## src/rtl/adc_spi_resp_pkg.sv

```systemverilog
// Shared constants, frame layout and FSM encoding for the ADC-side SPI responder.
package adc_spi_resp_pkg;

  localparam int unsigned FRAME_BITS  = 24;
  localparam int unsigned ADDR_BITS   = 7;
  localparam int unsigned DATA_BITS   = 16;
  localparam int unsigned RNW_BIT     = 23;
  localparam int unsigned CNT_BITS    = 5;
  localparam int unsigned RD_LOAD_BIT = 8;
  localparam logic [ADDR_BITS-1:0] ERRCNT_CLR_ADDR = 7'h7F;

  typedef enum logic [1:0] {
    IDLE,
    SHIFT,
    COMMIT,
    WAIT_HI
  } state_e;

  typedef struct packed {
    logic                 rnw;
    logic [ADDR_BITS-1:0] addr;
    logic [DATA_BITS-1:0] data;
  } frame_t;

endpackage

```

## src/rtl/adc_spi_responder_pin_sync.sv

```systemverilog
// spi_pin_sync: multi-flop synchronizer for one SPI pin plus an edge-detect flop
// producing single-cycle rise/fall pulses on the synchronized level.
module spi_pin_sync #(
  parameter int unsigned SYNC_STAGES = 2
) (
  input  logic clk,
  input  logic rst,
  input  logic d,
  output logic q,
  output logic rise_c,
  output logic fall_c
);

  logic [SYNC_STAGES-1:0] sync_q, sync_d;
  logic                   prev_q, prev_d;

  always_comb begin
    sync_d = {sync_q[SYNC_STAGES-2:0], d};
    prev_d = sync_q[SYNC_STAGES-1];
  end

  // Reset to 0 so a csn that is high at reset release is seen as a fresh high level.
  always_ff @(posedge clk) begin
    if (rst) begin
      sync_q <= '0;
      prev_q <= 1'b0;
    end else begin
      sync_q <= sync_d;
      prev_q <= prev_d;
    end
  end

  assign q      = sync_q[SYNC_STAGES-1];
  assign rise_c = sync_q[SYNC_STAGES-1] & ~prev_q;
  assign fall_c = ~sync_q[SYNC_STAGES-1] & prev_q;

endmodule

```

## src/rtl/adc_spi_responder.sv

```systemverilog
// ADC stand-in SPI slave: 24-bit read/write frames into a 16-bit register bank,
// all pins oversampled in init_clk. Optional abort counter: ADC_SPI_RESP_ERRCNT_EN.
module adc_spi_responder
  import adc_spi_resp_pkg::*;
#(
  parameter int unsigned             NUM_REGS     = 16,
  parameter logic [NUM_REGS*16-1:0]  RESET_VALUES = '0,
  parameter int unsigned             SYNC_STAGES  = 2
) (
  input  logic                      init_clk,
  input  logic                      init_rst,
  input  logic                      adc_spi_csn,
  input  logic                      adc_spi_sclk,
  input  logic                      adc_spi_mosi,
  output logic                      adc_spi_miso,
  output logic                      adc_spi_miso_oe,
  output logic                      reg_wr_valid,
  output logic [6:0]                reg_wr_addr,
  output logic [15:0]               reg_wr_data,
  output logic [NUM_REGS*16-1:0]    reg_bank
`ifdef ADC_SPI_RESP_ERRCNT_EN
  ,
  output logic [15:0]               frame_err_cnt
`endif
);

  logic csn_s, csn_rise_c, csn_fall_c;
  logic sclk_rise_c, sclk_fall_c;
  logic mosi_s;
  logic sclk_level_unused;
  logic [1:0] mosi_edges_unused;

  spi_pin_sync #(.SYNC_STAGES(SYNC_STAGES)) u_sync_csn (
    .clk(init_clk), .rst(init_rst), .d(adc_spi_csn),
    .q(csn_s), .rise_c(csn_rise_c), .fall_c(csn_fall_c)
  );

  spi_pin_sync #(.SYNC_STAGES(SYNC_STAGES)) u_sync_sclk (
    .clk(init_clk), .rst(init_rst), .d(adc_spi_sclk),
    .q(sclk_level_unused), .rise_c(sclk_rise_c), .fall_c(sclk_fall_c)
  );

  spi_pin_sync #(.SYNC_STAGES(SYNC_STAGES)) u_sync_mosi (
    .clk(init_clk), .rst(init_rst), .d(adc_spi_mosi),
    .q(mosi_s), .rise_c(mosi_edges_unused[0]), .fall_c(mosi_edges_unused[1])
  );

  state_e                state_q, state_d;
  logic [CNT_BITS-1:0]   bit_cnt_q, bit_cnt_d;
  logic [FRAME_BITS-1:0] shift_in_q, shift_in_d;
  logic [DATA_BITS-1:0]  shift_out_q, shift_out_d;
  logic                  miso_q, miso_d;
  logic                  miso_oe_q, miso_oe_d;
  logic                  reg_wr_valid_q, reg_wr_valid_d;
  logic [ADDR_BITS-1:0]  reg_wr_addr_q, reg_wr_addr_d;
  logic [DATA_BITS-1:0]  reg_wr_data_q, reg_wr_data_d;
  logic                  soft_rst_q, soft_rst_d;
  logic [DATA_BITS-1:0]  bank_q [NUM_REGS];
  logic [DATA_BITS-1:0]  bank_d [NUM_REGS];
`ifdef ADC_SPI_RESP_ERRCNT_EN
  logic [15:0]           err_cnt_q, err_cnt_d;
`endif

  frame_t                frame_c;
  logic [ADDR_BITS-1:0]  rd_addr_c;
  logic [DATA_BITS-1:0]  rd_word_c;
  logic                  wr_hit_c;

  assign frame_c = shift_in_q;
  // Address as it stands once the 8th bit is shifted in this cycle.
  assign rd_addr_c = {shift_in_q[ADDR_BITS-2:0], mosi_s};

  // Out-of-range addresses match no register and read back as zero.
  always_comb begin
    rd_word_c = '0;
    for (int k = 0; k < NUM_REGS; k++) begin
      if (rd_addr_c == ADDR_BITS'(k)) rd_word_c = bank_q[k];
    end
  end

  always_comb begin
    state_d        = state_q;
    bit_cnt_d      = bit_cnt_q;
    shift_in_d     = shift_in_q;
    shift_out_d    = shift_out_q;
    miso_oe_d      = miso_oe_q;
    reg_wr_valid_d = 1'b0;
    reg_wr_addr_d  = reg_wr_addr_q;
    reg_wr_data_d  = reg_wr_data_q;
    soft_rst_d     = 1'b0;
    bank_d         = bank_q;
    wr_hit_c       = 1'b0;
`ifdef ADC_SPI_RESP_ERRCNT_EN
    err_cnt_d      = err_cnt_q;
`endif

    unique case (state_q)
      WAIT_HI: begin
        if (csn_s) state_d = IDLE;
      end
      IDLE: begin
        if (csn_fall_c) begin
          state_d    = SHIFT;
          bit_cnt_d  = '0;
          shift_in_d = '0;
        end
      end
      SHIFT: begin
        // csn rise takes priority over any coincident sclk edge.
        if (csn_rise_c) begin
          miso_oe_d = 1'b0;
          if (bit_cnt_q == CNT_BITS'(FRAME_BITS)) begin
            state_d = COMMIT;
            if (!shift_in_q[RNW_BIT]) begin
              for (int k = 0; k < NUM_REGS; k++) begin
                if (frame_c.addr == ADDR_BITS'(k)) begin
                  bank_d[k] = frame_c.data;
                  wr_hit_c  = 1'b1;
                end
              end
              if (wr_hit_c) begin
                reg_wr_valid_d = 1'b1;
                reg_wr_addr_d  = frame_c.addr;
                reg_wr_data_d  = frame_c.data;
              end
              soft_rst_d = (frame_c.addr == '0) && frame_c.data[0];
`ifdef ADC_SPI_RESP_ERRCNT_EN
              if (frame_c.addr == ERRCNT_CLR_ADDR) err_cnt_d = '0;
`endif
            end
          end else begin
            state_d = IDLE;
`ifdef ADC_SPI_RESP_ERRCNT_EN
            if (err_cnt_q != '1) err_cnt_d = err_cnt_q + 16'd1;
`endif
          end
        end else if (sclk_rise_c) begin
          shift_in_d = {shift_in_q[FRAME_BITS-2:0], mosi_s};
          if (bit_cnt_q != '1) bit_cnt_d = bit_cnt_q + CNT_BITS'(1);
          if ((bit_cnt_q == CNT_BITS'(RD_LOAD_BIT - 1)) && shift_in_d[RD_LOAD_BIT-1]) begin
            shift_out_d = rd_word_c;
            miso_oe_d   = 1'b1;
          end
        end else if (sclk_fall_c && miso_oe_q && (bit_cnt_q > CNT_BITS'(RD_LOAD_BIT))) begin
          // The fall right after the load keeps bit 15 up for the 9th rise.
          shift_out_d = {shift_out_q[DATA_BITS-2:0], 1'b0};
        end
      end
      COMMIT: begin
        state_d = IDLE;
        if (soft_rst_q) begin
          for (int k = 0; k < NUM_REGS; k++) begin
            bank_d[k] = RESET_VALUES[k*DATA_BITS +: DATA_BITS];
          end
          bank_d[0][0] = 1'b0;
        end
      end
      default: state_d = WAIT_HI;
    endcase

    miso_d = miso_oe_d & shift_out_d[DATA_BITS-1];
  end

  always_ff @(posedge init_clk) begin
    if (init_rst) begin
      state_q        <= WAIT_HI;
      bit_cnt_q      <= '0;
      shift_in_q     <= '0;
      shift_out_q    <= '0;
      miso_q         <= 1'b0;
      miso_oe_q      <= 1'b0;
      reg_wr_valid_q <= 1'b0;
      reg_wr_addr_q  <= '0;
      reg_wr_data_q  <= '0;
      soft_rst_q     <= 1'b0;
      for (int k = 0; k < NUM_REGS; k++) begin
        bank_q[k] <= RESET_VALUES[k*DATA_BITS +: DATA_BITS];
      end
`ifdef ADC_SPI_RESP_ERRCNT_EN
      err_cnt_q      <= '0;
`endif
    end else begin
      state_q        <= state_d;
      bit_cnt_q      <= bit_cnt_d;
      shift_in_q     <= shift_in_d;
      shift_out_q    <= shift_out_d;
      miso_q         <= miso_d;
      miso_oe_q      <= miso_oe_d;
      reg_wr_valid_q <= reg_wr_valid_d;
      reg_wr_addr_q  <= reg_wr_addr_d;
      reg_wr_data_q  <= reg_wr_data_d;
      soft_rst_q     <= soft_rst_d;
      bank_q         <= bank_d;
`ifdef ADC_SPI_RESP_ERRCNT_EN
      err_cnt_q      <= err_cnt_d;
`endif
    end
  end

  always_comb begin
    for (int k = 0; k < NUM_REGS; k++) begin
      reg_bank[k*DATA_BITS +: DATA_BITS] = bank_q[k];
    end
  end

  assign adc_spi_miso    = miso_q;
  assign adc_spi_miso_oe = miso_oe_q;
  assign reg_wr_valid    = reg_wr_valid_q;
  assign reg_wr_addr     = reg_wr_addr_q;
  assign reg_wr_data     = reg_wr_data_q;
`ifdef ADC_SPI_RESP_ERRCNT_EN
  assign frame_err_cnt   = err_cnt_q;
`endif

endmodule
```

## config.mk

```make
export PLATFORM = sky130hd
export DESIGN_NAME = adc_spi_responder
export DESIGN_NICKNAME = d
export VERILOG_FILES = /design/src/rtl/adc_spi_resp_pkg.sv /design/src/rtl/adc_spi_responder_pin_sync.sv /design/src/rtl/adc_spi_responder.sv
export SDC_FILE = /design/constraint.sdc
export NUM_CORES = 1
export LEC_CHECK = 0
export ABC_AREA = 1
export CAP_MARGIN = 5
export CORE_UTILIZATION = 50
export CTS_CLUSTER_DIAMETER = 80
export DETAILED_ROUTE_END_ITERATION = 10
export PLACE_DENSITY = 0.83
export SYNTH_ARGS = -nofsm -noshare
export SYNTH_HDL_FRONTEND = slang
export SYNTH_SLANG_ARGS = --single-unit
```

## constraint.sdc

```tcl
create_clock -name init_clk -period 3.65 [get_ports init_clk]
set_clock_uncertainty 0.2 [all_clocks]
set_input_delay 0.73 -clock init_clk [delete_from_list [all_inputs] [get_ports init_clk]]
set_output_delay 0.73 -clock init_clk [all_outputs]
set_load 0.02 [all_outputs]
```

==> results.md <==
- Outcome: complete, no violations
- Top cell type's share of synthesized area: 47.87%
- Adder-Cell Fraction of Synth Area: 0.2656%
- Syn. warnings: 0
- Core area: 27780 um^2
- Largest net degree at the start of global routing: 94
- Die Wd: 170.1 um
- Fraction of layout cells with a size suffix above 1: 7.692%
- CTS tree: done
- FF-to-FF Start: state_q[1]
- DRC: 0
- F_max: 324.8 MHz
- Gate power share: 18.5%
- Kind of critical path: reg -> reg
- Largest cells by area after synthesis: dfxtp_1 (48%), a21oi_1 (10%), o21ai_0 (9.8%)
- Minimum clock period: 3.079 ns
- Critical path arrival: 3.33 ns
- Number of synthesized register bits: 338
- Clock transition at the registers of the reported paths: 0.06 ns
- Via count: 14.87k
- Cell mode on critical path: inv_2
- Top FF cell, synth: dfxtp_1
- Main combinational cell family by area after synthesis: compound AO/OA/AOI/OAI gates
- Ant diodes: 0
- Num rows: 61
- FFs w/ async S/R, synth: 0%
- P_sw: 2957 uW
- WL/cell: 19.44 um
- PortBufs: 286
- Initial DRT Pass Iterations: 6
- Max clock buf depth: 3
- Synth Area in XOR/XNOR: 0%
- Internal power: 7038 uW
- Metal2 WL: 22240 um
- EDFF count, synth: 0
- Setup WS pre-CTS: 0.6681 ns
- CP Launch Point: state_q[1]
- Syn nets: 1908
- HPWL Detailed: 34540 um
- CTS-repair resized insts: 0
- Uppermost layer routed: met4
- Antenna Nets Post-Route: 0
- IO Count: 287
- Setup Viol. Count Final: 0
- Mux cell area share after synthesis: 0%
- Fillers: 2332
- Slew @ Worst Pin: 0.9612 ns
- CP Launch Type: flip-flop
- Final Hold Viols: 0
- Reg2reg path depth: 10
- Max_cap viols: 0
- Worst IR Drop VDD: 0.3248 mV
- Post-cts hold buffer count: 0
- Final WS setup: 0.5708 ns
- Cells after synthesis: 1900
- Max_slew headroom: 35.85%
- Area share of and/or/nand/nor cells after synthesis: 17.84%
- Final cell count without fillers: 2523
- Switching Share: 29.58%
- Met3 wire length: 5372 um
- Mapped Area: 14130 um^2
- CP Cell Sequence: nor2_4, inv_2, nor2_1, inv_2, o21ai_1, nor2_2, nand2_1, inv_1, o21ai_0, a21oi_1
- Reg2reg end: reg_bank[182]
- Total GRT Usage: 33.03%
- Overflow after GRT: 0
- CP peak stage delay: 0.54 ns
- CTS H-tree lvls: 2
- Hold slack: 0.2012 ns
- RSZ-0062 raised after global routing: false
- CP max-delay cell: dfxtp_1
- Clock sinks: 338
- Cell taking the most area after synthesis: dfxtp_1
- Final Cell Area: 18280 um^2
- Vias in the first global route: 13.52k
- Synth cell types: 41
- Post-synthesis sequential area ratio: 47.87%
- Flop-to-flop setup slack: 0.57 ns
- M1 WL: 18590 um
- Clk network pwr share: 38.3%
- Final #Nets: 2127
- # Post-CTS Setup Buffers: 0
- First-pass GRT wire length: 74510 um
- Period utilisation layout: 84.36%
- DIE AREA: 28950 um^2
- Latest clock arrival within the worst-skew pair: 0.53 ns
- Commonest cells post-synth: dfxtp_1 (338), a21oi_1 (292), o21ai_0 (277), nand2_1 (244), nor2_1 (216)
- WP data required: 3.90 ns
- Final Slew Violations: 0
- Post-DR vias/cell: 5.893
- Register share of total power: 43.2%
- DRT iter0 DRCs: 2225
- TritonCTS Buffers: 36
- Worst hold-check path type: reg -> reg
- CP endpoint kind: flip-flop
- Chip height: 170.1 um
- Mean Syn Cell Area: 7.439 um^2
- PD cells: 546.9 nW/um^2
- P&R area growth vs syn: 29.30%
- Count leader, synth: dfxtp_1
- Initial core utilization: 50.88%
- Setup total negative slack: 0 ns
- Placed Instances: 2459
- Crit Path Max Fanout: 21
- Placed cell areas: 17040 um^2
- CTS Root Cell: clkbuf_16
- Initial antenna violation count: 0
- RD Place Congestion: 0.9879
- Setup crit end: reg_bank[182]
- Compound-Gate Fraction of Synth Area: 24.55%
- Final Routed Wirelength: 49060 um
- Static leakage: 0.006918 uW
-- flip-flops by register name, indices dropped and copies added, names as in the netlist, 2 cells and up --
name	flops
bit_cnt_q	5
shift_out_q	16
u_sync_csn.sync_q	2
reg_wr_data	16
u_sync_mosi.sync_q	2
reg_wr_addr	7
u_sync_sclk.sync_q	2
reg_bank	256
frame_c	24
state_q	2
-- layer usage --
| metal | GRT usage, % | vias up |
|---|---|---|
| met4 | 18.96 | 0 |
| met2 | 52.51 | 995 |
| met1 | 42.24 | 6903 |
| met3 | 5.791 | 203 |
| met5 | 0 | - |
| li1 | - | 6766 |
-- cell usage in the layout (no fill, tap or decap), types with 3 or more instances in the layout --
cell / count
nor3_1: 6
o31ai_1: 3
buf_4: 23
clkbuf_1: 6
nor2_2: 13
nand2_1: 244
inv_1: 152
clkbuf_16: 36
clkdlybuf4s50_1: 285
clkbuf_8: 9
bufinv_16: 4
o22ai_1: 20
nor2_4: 6
o21ai_1: 15
ha_1: 3
a211oi_1: 39
a31oi_1: 4
nand4_1: 39
inv_2: 36
o21bai_1: 3
o21ai_0: 277
nor2_1: 214
nand2_2: 12
nand3_1: 35
clkinv_2: 5
a21oi_1: 292
dfxtp_1: 338
-- cell type report --
cell class / count / area [um^2] / area share, %
flip-flops and latches: 338 / 6766 / 37.02
multi-input cells: 1244 / 6033 / 33.01
repair buffers: 310 / 3050 / 16.69
clock buffers: 51 / 1047 / 5.730
inverters: 189 / 711.9 / 3.895
well taps: 378 / 473.0 / 2.588
clock inverters: 13 / 193.9 / 1.061
-- power groups by stage --
stage / clock [uW] / sequential (uW) / combinational (uW)
floorplan: 0 / 4630 / 697
global placement: 0 / 4370 / 1780
detailed placement: 0 / 4370 / 1830
CTS: 3830 / 4300 / 1840
global route: 3980 / 4340 / 1980
finish: 3830 / 4320 / 1850
-- cell families after synthesis --
logic type | count (synthesis)
AO/OA/AOI/OAI | 658
buffers and inverters | 318
AND/OR/NAND/NOR | 583
flip-flops | 338
adder cells (fa/ha/maj) | 3
-- worst min path at each step --
stage	start	end	slack (ns)	depth (start not counted)
6_report	u_sync_sclk.sync_q[0]	u_sync_sclk.sync_q[1]	0.20	2
5_1_grt	u_sync_csn.sync_q[0]	u_sync_csn.sync_q[1]	0.22	2
4_1_cts	u_sync_sclk.sync_q[0]	u_sync_sclk.sync_q[1]	0.20	2
3_5_place_dp	u_sync_sclk.sync_q[0]	u_sync_sclk.sync_q[1]	0.19	2
3_3_place_gp	u_sync_csn.sync_q[0]	u_sync_csn.sync_q[1]	0.19	2
2_1_floorplan	u_sync_csn.sync_q[0]	u_sync_csn.sync_q[1]	0.19	2
-- critical path: cells and delay by family (launching register included) --
family                 cells  cell delay, ns
AOI/OAI and AO/OA          3            0.41
buffers and inverters      3            0.82
DFF                        1            0.54
and+or+nand+nor            4            1.05
-- through the flow --
step | total power, uW | utilization, %
detailed placement | 6200 | 61.32
floorplan | 5331 | -
CTS | 9971 | 65.79
finish | 9995 | 65.79
global route | 10300 | 65.79
global placement | 6146 | 61.32
Note: power is estimated with default switching activity, not from simulation.
